[src/rtl/mem_access_pkg.sv]
// Shared op codes, FSM state encoding and per-op helper constants for mem_access_unit.
package mem_access_pkg;

  typedef enum logic [2:0] {
    OpLw  = 3'd0,
    OpLh  = 3'd1,
    OpLhu = 3'd2,
    OpLb  = 3'd3,
    OpLbu = 3'd4,
    OpSw  = 3'd5,
    OpSh  = 3'd6,
    OpSb  = 3'd7
  } op_e;

  typedef enum logic [2:0] {
    StIdle   = 3'd0,
    StRead   = 3'd1,
    StFormat = 3'd2,
    StMerge  = 3'd3,
    StWrite  = 3'd4,
    StDone   = 3'd5
  } state_e;

  // Bit n is set when op code n has the property; index with the op code.
  localparam logic [7:0] IS_LOAD    = 8'b0001_1111;
  localparam logic [7:0] IS_SUBWORD = 8'b1101_1110;

  // Words need offset 0; halfwords need an even offset; bytes are always aligned.
  function automatic logic is_misaligned(input op_e op, input logic [1:0] offset);
    logic mis;
    case (op)
      OpLw, OpSw:        mis = |offset;
      OpLh, OpLhu, OpSh: mis = offset[0];
      default:           mis = 1'b0;
    endcase
    return mis;
  endfunction

endpackage

[src/rtl/byte_lane_align.sv]
// Big-endian byte-lane logic: load extract/extend and sub-word store merge.
module byte_lane_align
  import mem_access_pkg::*;
(
  input  op_e         op_i,
  input  logic [1:0]  offset_i,
  input  logic [31:0] rdata_i,
  input  logic [15:0] store_data_i,
  output logic [31:0] load_data_o,
  output logic [31:0] merge_data_o
);

  logic [7:0]  byte_sel;
  logic [15:0] half_sel;

  // Select the addressed lane(s), then extend for loads or splice for stores.
  always_comb begin
    byte_sel     = 8'h00;
    load_data_o  = rdata_i;
    merge_data_o = rdata_i;
    unique case (offset_i)
      2'd0: byte_sel = rdata_i[31:24];
      2'd1: byte_sel = rdata_i[23:16];
      2'd2: byte_sel = rdata_i[15:8];
      2'd3: byte_sel = rdata_i[7:0];
      default: byte_sel = 8'h00;
    endcase
    half_sel = offset_i[1] ? rdata_i[15:0] : rdata_i[31:16];

    case (op_i)
      OpLb:    load_data_o = {{24{byte_sel[7]}}, byte_sel};
      OpLbu:   load_data_o = {24'h000000, byte_sel};
      OpLh:    load_data_o = {{16{half_sel[15]}}, half_sel};
      OpLhu:   load_data_o = {16'h0000, half_sel};
      default: load_data_o = rdata_i;
    endcase

    if (op_i == OpSb) begin
      unique case (offset_i)
        2'd0: merge_data_o[31:24] = store_data_i[7:0];
        2'd1: merge_data_o[23:16] = store_data_i[7:0];
        2'd2: merge_data_o[15:8]  = store_data_i[7:0];
        2'd3: merge_data_o[7:0]   = store_data_i[7:0];
        default: merge_data_o = rdata_i;
      endcase
    end else if (op_i == OpSh) begin
      if (offset_i[1]) merge_data_o[15:0]  = store_data_i;
      else             merge_data_o[31:16] = store_data_i;
    end
  end

endmodule

[src/rtl/mem_access_unit.sv]
// MIPS load/store unit: sequences word-only memory accesses, read-modify-write for
// sub-word stores, and flags misaligned requests without touching memory.
module mem_access_unit
  import mem_access_pkg::*;
#(
  parameter int unsigned AddrWidth = 32,
  parameter int unsigned DataWidth = 32
) (
  input  logic                 clock,
  input  logic                 ResetN,
  input  logic                 Start,
  input  logic [2:0]           Op,
  input  logic [AddrWidth-1:0] Address,
  input  logic [DataWidth-1:0] StoreData,
  output logic                 Busy,
  output logic                 Done,
  output logic                 Error,
  output logic [DataWidth-1:0] LoadData,
  output logic                 MemRead,
  output logic                 MemWrite,
  output logic [AddrWidth-1:0] MemAddress,
  output logic [DataWidth-1:0] MemWriteData,
  input  logic [DataWidth-1:0] MemReadData
);

  state_e                 state_q, state_d;
  op_e                    op_q, op_d;
  logic [AddrWidth-1:0]   addr_q, addr_d;
  logic [DataWidth-1:0]   wdata_q, wdata_d;
  logic                   err_q, err_d;
  logic [DataWidth-1:0]   load_data_q, load_data_d;
  logic [31:0]            aligned_load;
  logic [31:0]            merged_word;

  byte_lane_align u_align (
    .op_i         (op_q),
    .offset_i     (addr_q[1:0]),
    .rdata_i      (MemReadData),
    .store_data_i (wdata_q[15:0]),
    .load_data_o  (aligned_load),
    .merge_data_o (merged_word)
  );

  // Next-state logic; requests are latched only on the IDLE accept edge.
  always_comb begin
    state_d     = state_q;
    op_d        = op_q;
    addr_d      = addr_q;
    wdata_d     = wdata_q;
    err_d       = err_q;
    load_data_d = load_data_q;
    unique case (state_q)
      StIdle: begin
        if (Start) begin
          op_d    = op_e'(Op);
          addr_d  = Address;
          wdata_d = StoreData;
          err_d   = is_misaligned(op_e'(Op), Address[1:0]);
          if (err_d)                                state_d = StDone;
          else if (IS_LOAD[Op] || IS_SUBWORD[Op])   state_d = StRead;
          else                                      state_d = StWrite;
        end
      end
      StRead:   state_d = IS_LOAD[op_q] ? StFormat : StMerge;
      StFormat: begin
        load_data_d = aligned_load;
        state_d     = StDone;
      end
      StMerge:  state_d = StDone;
      StWrite:  state_d = StDone;
      StDone:   state_d = StIdle;
      default:  state_d = StIdle;
    endcase
  end

  // State and request registers; async reset drops any in-flight request.
  always_ff @(posedge clock or negedge ResetN) begin
    if (!ResetN) begin
      state_q     <= StIdle;
      op_q        <= OpLw;
      addr_q      <= '0;
      wdata_q     <= '0;
      err_q       <= 1'b0;
      load_data_q <= '0;
    end else begin
      state_q     <= state_d;
      op_q        <= op_d;
      addr_q      <= addr_d;
      wdata_q     <= wdata_d;
      err_q       <= err_d;
      load_data_q <= load_data_d;
    end
  end

  // Outputs decode from state so reset kills MemWrite in the same cycle.
  always_comb begin
    Busy         = (state_q != StIdle);
    Done         = (state_q == StDone);
    Error        = Done && err_q;
    MemRead      = (state_q == StRead);
    MemWrite     = (state_q == StMerge) || (state_q == StWrite);
    MemAddress   = {addr_q[AddrWidth-1:2], 2'b00};
    LoadData     = load_data_q;
    MemWriteData = '0;
    if (state_q == StMerge)      MemWriteData = merged_word;
    else if (state_q == StWrite) MemWriteData = wdata_q;
  end

endmodule

[config.mk]
export PLATFORM = sky130hd
export DESIGN_NAME = mem_access_unit
export DESIGN_NICKNAME = d
export VERILOG_FILES = /design/src/rtl/mem_access_pkg.sv /design/src/rtl/byte_lane_align.sv /design/src/rtl/mem_access_unit.sv
export SDC_FILE = /design/constraint.sdc
export NUM_CORES = 1
export LEC_CHECK = 0
export ABC_AREA = 1
export CORE_ASPECT_RATIO = 1.5
export CORE_MARGIN = 3
export CORE_UTILIZATION = 48
export DETAILED_ROUTE_END_ITERATION = 12
export PLACE_DENSITY_LB_ADDON = 0.25
export SYNTH_ARGS = -nofsm -noshare
export SYNTH_HDL_FRONTEND = slang
export SYNTH_SLANG_ARGS = --single-unit
export TNS_END_PERCENT = 1
[constraint.sdc]
create_clock -name clock -period 1.98 [get_ports clock]
set_clock_uncertainty 0.05 [all_clocks]
set_input_delay 0.396 -clock clock [delete_from_list [all_inputs] [get_ports clock]]
set_output_delay 0.396 -clock clock [all_outputs]
set_load 0.1 [all_outputs]
==> impl_metrics.csv <==
group,metric,value,unit
logic_synthesis,synth-compound-area-share,11.0,%
cells_and_area,num-fill-cells,1058,
detailed_routing,drc,0,
critical_path,slowest_stage,"dfrtp_2",
logic_synthesis,yosysUniqueCellTypes,32,
critical_path,endpoint_kind,"primary output",
logic_synthesis,ys_dominant_reg_cell,"dfrtp_1",
timing,setup-violations-final,32,
floorplan,fp-row-count,52,
floorplan,die_w,102,um
worst_hold_path,hp-class,"reg -> reg",
logic_synthesis,ys_top_cells_by_count,"484 x nand2_1, 103 x dfrtp_1, 88 x inv_1, 49 x o21ai_1, 37 x buf_4",
logic_synthesis,synth_edf_count,0,
logic_synthesis,synth_top_family_by_area,"simple AND/OR/NAND/NOR gates",
worst_hold_path,hold_depth,2,
floorplan,ioPinCount,203,
worst_hold_path,hold-path-endpoint,"wdata_q[23]",
clocking,numCtsBuffers,9,
job,drv_cap,0,
critical_path,worstPathArrival,2.00,ns
timing,final.period_utilization,124,%
logic_synthesis,async_reset_ff_share,100,%
timing,fmax,409,MHz
detailed_routing,drtAntennaViolNets,0,
place,io_buffers,200,
floorplan,initial_core_util,49.2,%
logic_synthesis,syn_area_per_cell,6.53,um^2
detailed_routing,num_vias,7102,
clocking,clock_latency,0.35,ns
logic_synthesis,syn-cell-area,6660,um^2
clocking,path_clk_slew,0.08,ns
detailed_routing,drt_iter0_markers,447,
critical_path,rr_endpoint,"LoadData[14]",
clocking,clock-sinks,103,
critical_path,worstPathCellList,"nor2_4 -> nand2_2 -> nor2_4 -> clkbuf_16 -> nand2_1 -> o211ai_1 -> nand2_1 -> nand2_2 -> buf_12",
global_route,grt_usage,28.1,%
logic_synthesis,yosys_warnings,0,
status,status,"finished with violations",
timing,rsz0062_at_grt,"yes",
place,hpwl,16.4,mm
status,violations,"setup timing",
logic_synthesis,synth_seq_area_share,38.7,%
floorplan,die-height,150,um
cells_and_area,syn2layout_area_growth,52.2,%
logic_synthesis,synth_top_area_share,38.7,%
logic_synthesis,synth_most_common_cell,"nand2_1",
global_route,grt_first_pass_wirelength,33.6,mm
logic_synthesis,synth_xor_area_share,0,%
global_route,grt_overflow_total,0,
critical_path,regToRegSetupSlack,0.09,ns
floorplan,core_area,13500,um^2
detailed_routing,drt-total-wl,21.9,mm
critical_path,slowest_delay,0.45,ns
critical_path,cp_data_required_time,1.53,ns
detailed_routing,firstDrtPassIters,5,
logic_synthesis,synth-simple-area-share,37.0,%
timing,setup_tns,-12.30,ns
floorplan,die-area,15400,um^2
cells_and_area,multiInputGateArea,3330,um^2
cells_and_area,final_core_util,74.9,%
critical_path,crit_fanout,8,
cells_and_area,regArea,2580,um^2
critical_path,critPathKind,"reg -> out",
detailed_routing,via_per_inst,5.04,
clocking,cts_tree,"yes",
clocking,htreeDepth,3,
place,gp_congestion,0.931,
timing,period_minus_slack,2.45,ns
critical_path,critPathLaunchType,"register",
clocking,cts_buffer_depth,2,
logic_synthesis,synthCells,1021,
timing,maxSlewViolCount,0,
global_route,grt_pass1_vias,6734,
detailed_routing,wire_per_inst,15.6,um
logic_synthesis,synth_area_leader_cell,"dfrtp_1",
global_route,antenna_found_initial,2,
worst_hold_path,holdCritStartpoint,"wdata_q[23]",
critical_path,r2r-start,"op_q[0]",
logic_synthesis,synth_mux_area_share,0,%
critical_path,r2r_cells,11,
place,dp_slack,-0.167,ns
cells_and_area,layout-drive-gt1-share,23.6,%
global_route,grt_max_degree,48,
clocking,root_buffer,"clkbuf_16",
logic_synthesis,synth_area_leaders,"dfrtp_1 39%, nand2_1 27%, inv_1 5.0%",
logic_synthesis,synth-seq-cells,103,
cells_and_area,nets,1341,
timing,fin_ws,-0.466,ns
timing,hold_viol_final,0,
logic_synthesis,synthAdderAreaFrac,0,%
## layout by cell type, fill, tap and decap left out, types with 11 or more instances in the layout
cell type	n
nand2_1	460
buf_4	112
clkdlybuf4s50_1	100
dfrtp_1	99
inv_1	88
buf_12	69
o21ai_1	51
nand3_1	32
nor2_1	31
o211ai_1	28
nand2_2	26
nor2_2	25
o21ai_0	22
a21oi_1	21
or2_2	16
clkbuf_16	11
## cell families (layout without fill, tap and decap cells)
group                  count (synthesis)  count (layout)
AND/OR/NAND/NOR                      603             603
buffers and inverters                185             406
AO/OA/AOI/OAI                        129             130
flip-flops                           103             103
other                                  1               4
## routing by layer
layer  up-vias  wire length (um)  track usage [%]
li1       3545                 -                -
met1      3199              8120             32.6
met2       287             11200             48.9
met3        71              1320             5.29
met4         0              1210             14.2
met5         -                 0                0
## per-stage QoR
step	instances	instance area [um^2]	hold WS, ns
6_report	1408	10100	0.431
5_1_grt	1408	10100	0.452
4_1_cts	1400	10000	0.436
3_5_place_dp	1383	9630	0.306
3_3_place_gp	1383	9630	0.300
2_1_floorplan	1022	6700	0.0504
## sequential cells by signal (all words and copies together), names as in the netlist
register	count
LoadData	32
addr_q	32
err_q	1
op_q	3
state_q	3
wdata_q	32
## final cells by class
type / instances / share of cell area (%)
Antenna cell: 2 / 0.0493
Clock inverter: 7 / 0.987
Timing Repair Buffer: 286 / 32.6
Multi-Input combinational cell: 735 / 32.8
Inverter: 104 / 3.85
Tap cell: 162 / 2.00
Sequential cell: 103 / 25.5
Clock buffer: 9 / 2.22
## repair_timing
| item | in CTS | in global routing |
|---|---|---|
| buffers inserted | 0 | 3 |
| endpoints found under the setup margin | 32 | 32 |
| hold buffers | 1 | 0 |
| gates cloned | 0 | 3 |
| endpoints found under the hold margin | 23 | 0 |
| resized for setup | 12 | 18 |
| pin swaps | 0 | 11 |
## worst max path at each step
stage | start | endpoint | slack [ns]
6_report | op_q[0] | MemWriteData[28] | -0.47
2_1_floorplan | addr_q[1] | MemWriteData[10] | -0.32
4_1_cts | op_q[1] | MemWriteData[9] | -0.41
3_5_place_dp | addr_q[1] | MemWriteData[0] | -0.17
5_1_grt | op_q[1] | MemWriteData[22] | -0.54
3_3_place_gp | addr_q[1] | MemWriteData[0] | -0.14
## critical path, delay by kind of cell (launching register included)
| kind | cells | cell delay [ns] |
|---|---|---|
| compound gates | 1 | 0.08 |
| flops | 1 | 0.45 |
| simple gates | 6 | 0.71 |
| buf+inv | 2 | 0.38 |
Power is left out: the tool's default activity adds up to more than one toggle a clock period on the data nets, which glitch-free logic cannot reach.
==> RTL change 1, RTL diff (same settings) <==
Register the output `Error`, with the module's reset; this adds one clock of latency there. The other outputs are not delayed to match.
--- a/src/rtl/mem_access_unit.sv
+++ b/src/rtl/mem_access_unit.sv
@@ -22,6 +22,8 @@
   output logic [DataWidth-1:0] MemWriteData,
   input  logic [DataWidth-1:0] MemReadData
 );
+
+  logic Error_d;
 
   state_e                 state_q, state_d;
   op_e                    op_q, op_d;
@@ -96,7 +98,7 @@
   always_comb begin
     Busy         = (state_q != StIdle);
     Done         = (state_q == StDone);
-    Error        = Done && err_q;
+    Error_d      = Done && err_q;
     MemRead      = (state_q == StRead);
     MemWrite     = (state_q == StMerge) || (state_q == StWrite);
     MemAddress   = {addr_q[AddrWidth-1:2], 2'b00};
@@ -106,5 +108,13 @@
     else if (state_q == StWrite) MemWriteData = wdata_q;
   end
 
+  always_ff @(posedge clock or negedge ResetN) begin
+    if (!ResetN) begin
+      Error <= '0;
+    end else begin
+      Error <= Error_d;
+    end
+  end
+
 endmodule
 
Behaviour: not the same (Yosys sat finds a counterexample within 4 cycles, from zero or initial values and one cycle with ResetN low).
==> RTL change 1 against the unedited design <==
  * The run still ends with setup timing left
  * First-iteration DRC count down 0.22%
  * Worst setup slack worse by 53 ps
  * Area after synthesis up 0.38%
  * Sequential share of layout area about the same
  * Sequential cell count up 1
  * Synthesized cell count about the same
  * Cell count about the same
  * Cell area up 0.88%
  * Routed wire length down 0.70%
Power is not shown: default switching activity piles up to over one toggle a cycle in this logic, so the estimate is an artifact.
==> RTL change 1: results (changes against the unedited design) <==
Outcome: complete, but fails checks (unchanged). Violations in the final reports: setup timing (unchanged). The post-detailed-route via-to-cell ratio came to 5.094 (was 5.044). The register area share after synthesis came out at 0.3891 (was 0.3869). The number of endpoints failing setup at the final stage came out at 32 (unchanged). The library cell contributing the largest single delay on the critical path is dfrtp_1 (was dfrtp_2). The placer's final routability congestion estimate is 0.9688 (was 0.9310). Most instantiated cells after synthesis: nand2_1, dfrtp_1, inv_1, o21ai_1, buf_4 (unchanged). The setup fix buffers added after clock tree synthesis is 7 (was 0). The reg-to-reg setup timing slack is 150 ps (was 90 ps). Top area cells in the synthesized netlist: dfrtp_1, nand2_1, inv_1 (unchanged). The number of detailed-routing iterations run before antenna repair came out at 6 (was 5).

The aggregate global-route resource usage is 0.2838 (was 0.2815). The compound-cell area share of the yosys netlist came to 0.1098 (was 0.1102). The maximum number of pins on one net before global-route repair came out at 54 (was 48). The fraction of layout instances using a drive strength above 1 is 0.2444 (was 0.2363). The number of antenna violations at the first check in global routing came out at 1 (was 2). The number of design-rule violations left by the first detailed-router iteration is 446 (was 447). The total routed wirelength came out at 21750 microns (was 21910 microns). The area after detailed placement came out at 0.009610 sq mm (was 0.009628 sq mm).

The first-pass GRT wire length was 33900 microns (was 33600 microns). The final setup slack of the worst path came out at -518.2 ps (was -465.7 ps). The placed wire-length estimate is 16350 microns (was 16400 microns).

The number of instances in the synthesized netlist came out at 1022 (was 1021). The number of global-route vias before repair is 6884 (was 6734). The sum of negative setup slack is -12200 ps (was -12300 ps).

The minimum setup slack after placement came out at -239.7 ps (was -166.5 ps). The stage delay of the slowest cell on the critical path is 410 ps (was 450 ps).
RTL change 1: cell count changes in the layout (fill, tap and decap cells not counted), moves of 3 or more:
cell,before,now
a21oi_1,21,18
a21oi_2,0,3
buf_4,112,102
buf_6,2,11
dfrtp_1,99,102
nand2_1,460,450
nand2_2,26,36
nor2_2,25,21
nor2_4,3,6
o21ai_0,22,18
o21ai_1,51,54
RTL change 1: path summary, 6_finish.rpt:
kind                             from                to  cells past startpoint
max reg2reg                 addr_q[1]       LoadData[8]                     11
max in group asynchronous      ResetN        addr_q[11]                      3
min                        addr_q[25]        addr_q[25]                      2
min in group asynchronous      ResetN      LoadData[27]                      2
min reg2reg                addr_q[25]        addr_q[25]                      2
max                           op_q[2]  MemWriteData[10]                     10
RTL change 1: logic make-up (layout without fill, tap and decap cells):
family,count (synthesis),in the layout
compound gates,129,129
buf+inv,185,406
flops,104,104
other cells,1,3
simple gates,603,603
RTL change 1: worst register-to-register path: stages, from the launching register on:
cell and delay, ps:
dfrtp_2 480, buf_4 250, inv_2 190, nand3_1 100, nand2_1 70, clkinv_1 60
nand2_2 90, nand3_4 80, buf_4 190, nand2_1 80, nand2_1 70, nand2_1 70
RTL change 1: layout make-up:
class / count / area (sq um) / area share
clock buffers: 9 / 225.2 / 0.02201
multi-input cells: 734 / 3367 / 0.3291
clock inverters: 7 / 83.83 / 0.008194
flip-flops and latches: 104 / 2605 / 0.2546
inverters: 104 / 392.9 / 0.03840
repair buffers: 286 / 3352 / 0.3276
diodes: 1 / 2.502 / 0.0002446
well taps: 162 / 202.7 / 0.01981
RTL change 1: layer usage:
metal / GRT usage / up-vias / wire length [microns]
met4: 0.1234 / 0 / 876
met2: 0.5046 / 284 / 11410
met3: 0.06259 / 56 / 1534
li1: - / 3555 / -
met5: 0 / - / 0
met1: 0.3207 / 3272 / 7933
==> RTL change 2, RTL diff (config.mk and constraints unchanged) <==
Without the edit above. `AddrWidth`: 32 -> 64.
--- a/src/rtl/mem_access_unit.sv
+++ b/src/rtl/mem_access_unit.sv
@@ -3,7 +3,7 @@
 module mem_access_unit
   import mem_access_pkg::*;
 #(
-  parameter int unsigned AddrWidth = 32,
+  parameter int unsigned AddrWidth = 64,
   parameter int unsigned DataWidth = 32
 ) (
   input  logic                 clock,
Ports: changed (resized Address and MemAddress); port bits go from 203 to 267. The function was not compared with the original's and may differ.
==> RTL change 2 against the unedited design <==
  * The flow still finishes with violations (setup timing)
  * Worst setup slack lost 45 ps
  * Utilization grew 0.43 points
  * Sequential cell count grew 32
  * Largest cell class is now non-clock buffers
  * Cell area grew 22%
  * Routed wire length grew 22%
  * Area after synthesis grew 22%
Power is not shown: default switching activity piles up to over one toggle a cycle in this logic, so the estimate is an artifact.
==> RTL change 2: results (changes against the unedited design) <==
The non-clock buffer total of the final layout came out at 364 (was 286). The maximum fanout along the worst path came out at 15 (was 8). The kind of cell with the highest combined delay on the critical path is buffers and inverters (was simple AND/OR/NAND/NOR gates). The fraction of layout instances using a drive strength above 1 is 0.2416 (was 0.2363). The final-layout clock-cell area share came out at 0.04878 (was 0.03208).

The library cell contributing the largest single delay on the critical path is dfrtp_1 (was dfrtp_2). The buffer share of cell area came out at 0.3252 (was 0.3259). The final setup slack of the worst path is -510.2 ps (was -465.7 ps). The insertion delay to the later sink of the worst-skew pair is 430 ps (was 350 ps).

The area occupied by multi-input gates came out at 0.003711 sq mm (was 0.003331 sq mm). The met1 routing resource usage after global routing is 0.3156 (was 0.3257). Violations in the final reports: setup timing (unchanged). Top area cells in the synthesized netlist: dfrtp_1, nand2_1, buf_4 (was dfrtp_1, nand2_1, inv_1).

Most instantiated cells after synthesis: nand2_1, dfrtp_1, inv_1, buf_4, o21ai_0 (was nand2_1, dfrtp_1, inv_1, o21ai_1, buf_4). The count of buffers inserted at the top-level ports is 264 (was 200). The met2 track demand over resource came out at 0.5060 (was 0.4889). The maximum number of pins on one net before global-route repair was 74 (was 48). The number of endpoints failing setup at the final stage is 47 (was 32). The placer's final routability congestion estimate is 0.9962 (was 0.9310). The worst setup path startpoint is op_q[1] (was op_q[0]). The H-tree depth is 4 (was 3). The aggregate global-route resource usage is 0.2849 (was 0.2815). Outcome: complete, but fails checks (unchanged). The path class of the lowest-slack min-delay path was in2async (was reg2reg). The post-layout net count is 1586 (was 1341). The arrival time of the worst setup path came out at 2040 ps (was 2000 ps).

The number of antenna violations at the first check in global routing is 0 (was 2). The number of antenna cells inserted came out at 0 (was 2). The number of design-rule violations left by the first detailed-router iteration came to 604 (was 447). The number of flip-flops and latches came to 135 (was 103). The number of global-route vias before repair came to 8113 (was 6734).

The first-pass GRT wire length was 41530 microns (was 33600 microns). The placed wire-length estimate came out at 19990 microns (was 16400 microns). The number of buffers inserted during clock tree synthesis is 17 (was 9). The register area share after synthesis came to 0.4159 (was 0.3869).

The met3 track utilization from global routing came to 0.05286 (was 0.05285).
[RTL change 2: cell count changes after synthesis, moves of 4 or more]
cell / unedited run / this run
buf_2: 18 / 28
o21ai_1: 49 / 21
nand2_1: 484 / 578
clkbuf_1: 22 / 18
dfrtp_1: 103 / 135
o21ai_0: 24 / 52
inv_1: 88 / 98
clkinv_1: 7 / 0
buf_4: 37 / 68
[RTL change 2: cell families after synthesis]
group	after synthesis	synth area share
AOI/OAI and AO/OA	129	0.09134
buffers and inverters	225	0.1429
DFF	135	0.4159
other	1	0.0004617
and+or+nand+nor	699	0.3494
[RTL change 2: worst paths after layout]
path	to	slack, ps	depth (start not counted)
max reg2reg	LoadData[8]	-80	12
min in group clock	wdata_q[19]	430	2
min reg2reg	wdata_q[19]	430	2
max	MemWriteData[31]	-510	10
min	op_q[1]	360	2
max in group asynchronous	LoadData[21]	920	3
[RTL change 2: timing repair]
action / 4_1_cts / 5_1_grt
gates resized for setup: 23 / 8
endpoints found under the setup margin: 43 / 56
hold buffers: 1 / 0
setup buffers: 5 / 5
pin swaps: 5 / 8
hold endpoints to repair: 21 / 0
gates cloned: 1 / 2
[RTL change 2: metrics by stage]
stage | instance area (sq um) | worst slack, ps | hold slack, ps | setup TNS (ps) | instances
final | 12360 | -510.2 | 355.1 | -14310 | 1671
after global routing | 12360 | -575.5 | 372.5 | -20140 | 1671
after CTS | 12260 | -473.8 | 362.4 | -12970 | 1665
after detailed placement | 11500 | -168.8 | 230.1 | -3065 | 1626
after global placement | 11500 | -164.9 | 230.6 | -3020 | 1626
after floorplan | 8172 | -318.9 | 50.41 | -6869 | 1190
[RTL change 2: per-layer routing]
metal	vias to the layer above	wire, microns
met1	3784	9557
met4	0	1575
met2	389	13730
li1	4106	-
met5	-	0
met3	98	1894
